===== src/rtl/mux4_rr_arbiter.sv =====
// Round-robin arbiter and sequencer for the shared 4:1 multiplexer datapath.
// One requester is granted at a time. Its word is forwarded downstream over a
// valid/ready handshake. Each grant is capped at MAX_BURST beats so the other
// requesters are guaranteed a turn.
module mux4_rr_arbiter #(
   parameter int WIDTH     = 8,
   parameter int MAX_BURST = 4
) (
   input  logic                 clk,
   input  logic                 rst,
   input  logic [3:0]           req,
   input  logic [4*WIDTH-1:0]   data_in,
   input  logic                 out_ready,
   output logic [3:0]           gnt,
   output logic [1:0]           select,
   output logic                 out_valid,
   output logic [WIDTH-1:0]     out_data,
   output logic                 busy
);

   localparam int CW = $clog2(MAX_BURST + 1);
   localparam logic [CW-1:0] LAST_BEAT = CW'(MAX_BURST);

   typedef enum logic {
      IDLE,
      GRANT
   } state_t;

   state_t          state;
   state_t          state_next;
   logic [3:0]      gnt_next;
   logic [1:0]      select_next;
   logic [1:0]      ptr;
   logic [1:0]      ptr_next;
   logic [CW-1:0]   cnt;
   logic [CW-1:0]   cnt_next;
   logic [CW-1:0]   cnt_inc;

   logic [WIDTH-1:0] words [4];
   logic [7:0]       req_dbl;
   logic [3:0]       req_rot;
   logic [1:0]       offset;
   logic [1:0]       pick;
   logic             transfer;

   // Unpack the requester words so the shared mux is a plain array index.
   for (genvar g = 0; g < 4; g++) begin : g_words
      assign words[g] = data_in[g*WIDTH +: WIDTH];
   end

   // Rotate the request vector so bit 0 is the requester at the pointer;
   // the winner is then simply the lowest set bit of the rotated vector.
   assign req_dbl = {req, req};
   assign req_rot = req_dbl[ptr +: 4];

   // Find the first requester at or after the pointer.
   always_comb begin
      offset = 2'd0;
      if (req_rot[0]) begin
         offset = 2'd0;
      end else if (req_rot[1]) begin
         offset = 2'd1;
      end else if (req_rot[2]) begin
         offset = 2'd2;
      end else if (req_rot[3]) begin
         offset = 2'd3;
      end
   end

   assign pick      = ptr + offset;
   assign busy      = (state == GRANT);
   assign out_valid = busy & req[select];
   assign out_data  = busy ? words[select] : '0;
   assign transfer  = out_valid & out_ready;
   assign cnt_inc   = cnt + 1'b1;

   // Next-state logic: arbitrate in IDLE, count beats and release in GRANT.
   always_comb begin
      state_next  = state;
      gnt_next    = gnt;
      select_next = select;
      ptr_next    = ptr;
      cnt_next    = cnt;
      unique case (state)
         IDLE: begin
            if (req != 4'b0000) begin
               state_next  = GRANT;
               gnt_next    = 4'b0001 << pick;
               select_next = pick;
               cnt_next    = '0;
            end
         end
         GRANT: begin
            if (!req[select] || (transfer && (cnt_inc == LAST_BEAT))) begin
               state_next = IDLE;
               gnt_next   = 4'b0000;
               ptr_next   = select + 2'd1;
               cnt_next   = '0;
            end else if (transfer) begin
               cnt_next = cnt_inc;
            end
         end
         default: begin
            state_next = IDLE;
            gnt_next   = 4'b0000;
            cnt_next   = '0;
         end
      endcase
   end

   // State register; reset clears everything so requester 0 wins first.
   always_ff @(posedge clk or posedge rst) begin
      if (rst) begin
         state  <= IDLE;
         gnt    <= 4'b0000;
         select <= 2'd0;
         ptr    <= 2'd0;
         cnt    <= '0;
      end else begin
         state  <= state_next;
         gnt    <= gnt_next;
         select <= select_next;
         ptr    <= ptr_next;
         cnt    <= cnt_next;
      end
   end

endmodule


===== config.mk =====
export PLATFORM = sky130hd
export DESIGN_NAME = mux4_rr_arbiter
export DESIGN_NICKNAME = d
export VERILOG_FILES = /design/src/rtl/mux4_rr_arbiter.sv
export SDC_FILE = /design/constraint.sdc
export NUM_CORES = 1
export LEC_CHECK = 0
export CELL_PAD_IN_SITES_DETAIL_PLACEMENT = 1
export CELL_PAD_IN_SITES_GLOBAL_PLACEMENT = 2
export CORE_MARGIN = 10
export CORE_UTILIZATION = 24
export DETAILED_ROUTE_END_ITERATION = 8
export GPL_ROUTABILITY_DRIVEN = 1
export GPL_TIMING_DRIVEN = 0
export PLACE_DENSITY_LB_ADDON = 0.3
export SYNTH_ARGS = -nofsm -noshare
export SYNTH_HDL_FRONTEND = slang
export SYNTH_SLANG_ARGS = --single-unit

===== constraint.sdc =====
create_clock -name clk -period 4 [get_ports clk]
set_input_delay 1.2 -clock clk [delete_from_list [all_inputs] [get_ports clk]]
set_output_delay 1.2 -clock clk [all_outputs]
set_load 0.03 [all_outputs]

==> reports/qor.csv <==
metric,value,unit
Port Buf Inserts,52,
CP max stage delay,510,ps
all-layer global routing usage,10.3,%
multi-input logic area,702,µm²
post-DR wirelength/cell,17.7,µm
TritonCTS Buffers,3,
clock latency at the later pin of the worst-skew pair,240,ps
cells along the critical path,"dlygate4sd2_1, mux4_2, and2_1, dlygate4sd2_1",
Yosys cell types,39,
Peak VDD IR,0.246,mV
1st-pass router iterations,3,
Worst R2R End,gnt[3],
Vias,1069,
# setup viols final,0,
# diodes,0,
number of remaining DRC errors,0,
worst clock skew,0.782,ps
first-pass GRT wire length,6250,µm
Die Width,86.7,µm
Yosys top cell area share,28.1,%
post-route ant nets,0,
worst min path class,reg -> reg,
crit-path max FO,9,
Critical Path Sink Type,primary output,
Yosys reg bits,12,
Top Ports,55,
worst path bufs/invs,2,
syn nets,150,
Post-Route WL,3840,µm
vias in the first global route,1239,
Final Hold Viols,0,
"Async S/R FF share, synth",100,%
Worst setup SP type,primary input,
cell mode on critical path,dlygate4sd2_1,
Mean Syn Cell Area,9.88,µm²
hold depth,1,
Lkg Pwr,0.686,nW
data required time of the worst path,2800,ps
CTS HTree Levels,1,
DR iter-0 viols,39,
RSZ-0062 raised after global routing,no,
r2r setup slk,1850,ps
fin crit period,3800,ps
Layout area overhead,59.4,%
GP Congestion,0.736,
pin count of the biggest net entering global routing,13,
worst path arrival time,2600,ps
Die ar.,7510,µm²
Initial Utilization,24.7,%
post-synth top area cell,dfrtp_1,
most frequent cells after synthesis,"dfrtp_1, and2_1, mux4_2, nand2_1, o21ai_1",
total gr overflow,0,
Crit Path Class,in -> out,
Seq. cell area,300,µm²
Max Fclk,263,MHz
Root Driver,clkbuf_8,
mapped cell area,1070,µm²
fillers,510,
share of cells above drive strength 1,15.2,%
sequential-to-total area share from yosys stat,28.1,%
Slew headroom,60.0,%
slowest CP cell,mux4_2,
Mapped Cells,108,
TritonCTS clock tree,yes,
critical path depth,4,
prevailing post-synth register cell,dfrtp_1,
vias per cell,4.93,
worst r2r path cells,9,
Clock Pin Slew Worst Setup and Hold Paths,60,ps
Least-Margin Pin Slew,601,ps
Max-Cap Viols,0,
worst setup path startpoint,req[1],
Util after Layout,39.4,%
clock buffer depth,2,
crit path to,out_valid,
nets,208,
FF-to-FF Start,ptr[1],
CTS sink cnt,12,
Die Y,86.7,µm
DPL Wire Length,3280,µm
initial antenna violation count,0,
warnings from Yosys,0,
number of core rows,24,
"count leader, synth",dfrtp_1,
largest cells by area after synthesis,"dfrtp_1, mux4_2, and2_1",
Worst Hold Slack,490,ps
"CP delay by family, top",buffers and inverters,
status,"finished, final reports clean",
Pins Over Slew Limit,0,
power per cell area,669,nW/µm²
CTS Hold Buffers Added,0,
Post-synth EDFFs,0,
crit share post-route,95.1,%
core area,4320,µm²
## registers in the layout, indices dropped and copies added, names as in the netlist
name,count
ptr,2
select,2
gnt,4
cnt,3
busy,1
## metal layers
layer | share of wire (%) | global-route usage [%] | vias up | wire length [µm]
met1 | 38 | 11.3 | 538 | 1470
met5 | 0 | 0 | - | 0
met3 | 3.4 | 2.44 | 2 | 132
met2 | 58 | 19.7 | 12 | 2210
li1 | - | - | 517 | -
met4 | 0.73 | 1.77 | 0 | 28
## report_power, final
part | leakage, nW | total [W] | internal [W] | switching [W]
combinational | 0.505 | 0.000797 | 0.000358 | 0.000439
sequential | 0.152 | 0.000209 | 0.000165 | 0.0000439
clock | 0.0288 | 0.000132 | 0.0000869 | 0.0000449
## metrics by stage
stage               TNS (ps)  total power, W  setup WS (ps)  cell area, µm²  instances
CTS                        0         0.00116            165            1700        217
global route               0         0.00124            122            1700        217
floorplan                  0        0.000758            709            1070        108
finish                     0         0.00114            197            1700        217
detailed placement      -678         0.00106           -416            1650        212
global placement        -371         0.00104           -331            1650        212
## kinds of logic (layout without fill, tap and decap cells)
| kind of cell | Yosys count | in the layout | share of synthesized area (%) |
|---|---|---|---|
| DFF | 12 | 12 | 28.1 |
| buffers and inverters | 12 | 69 | 6.10 |
| AOI/OAI and AO/OA | 29 | 29 | 17.8 |
| xor gates and xnor gates | 2 | 2 | 1.64 |
| and+or+nand+nor | 40 | 40 | 22.9 |
| adders and majority gates | 3 | 3 | 3.52 |
| muxes | 10 | 10 | 19.9 |
## what timing repair did
action,4_1_cts,5_1_grt
resized for setup,11,0
setup buffers,1,0
setup endpoints to repair,9,0
## how the worst min path moves through the flow
| stage | slack (ps) | start | to |
|---|---|---|---|
| final | 490 | cnt[0] | cnt[0] |
| after global routing | 520 | cnt[0] | cnt[0] |
| after CTS | 490 | cnt[0] | cnt[0] |
| after detailed placement | 480 | cnt[0] | cnt[0] |
| after global placement | 470 | cnt[0] | cnt[0] |
| after floorplan | 450 | cnt[0] | cnt[0] |
## cell usage in the layout (no fill, tap or decap), drive strengths merged, types with 2 or more instances in the layout
| master | count |
|---|---|
| clkdlybuf4s50 | 41 |
| clkbuf | 6 |
| dlygate4sd2 | 11 |
| o21ai | 11 |
| o31a | 2 |
| nand2b | 4 |
| inv | 6 |
| dfrtp | 12 |
| ha | 3 |
| nor2b | 2 |
| nor4 | 3 |
| nand2 | 7 |
| nor2 | 6 |
| a21oi | 5 |
| and2 | 10 |
| o31ai | 5 |
| buf | 5 |
| mux4 | 9 |
## cell type report
type                       instances  share of cell area, %
timing repair buffer              53                   30.2
inverter                           6                   1.32
sequential                        12                   17.6
clock buffer                       4                   3.24
tap                               52                   3.82
multi-input combinational         84                   41.3
buffer                             6                   2.50
(Power assumes the default switching activity.)
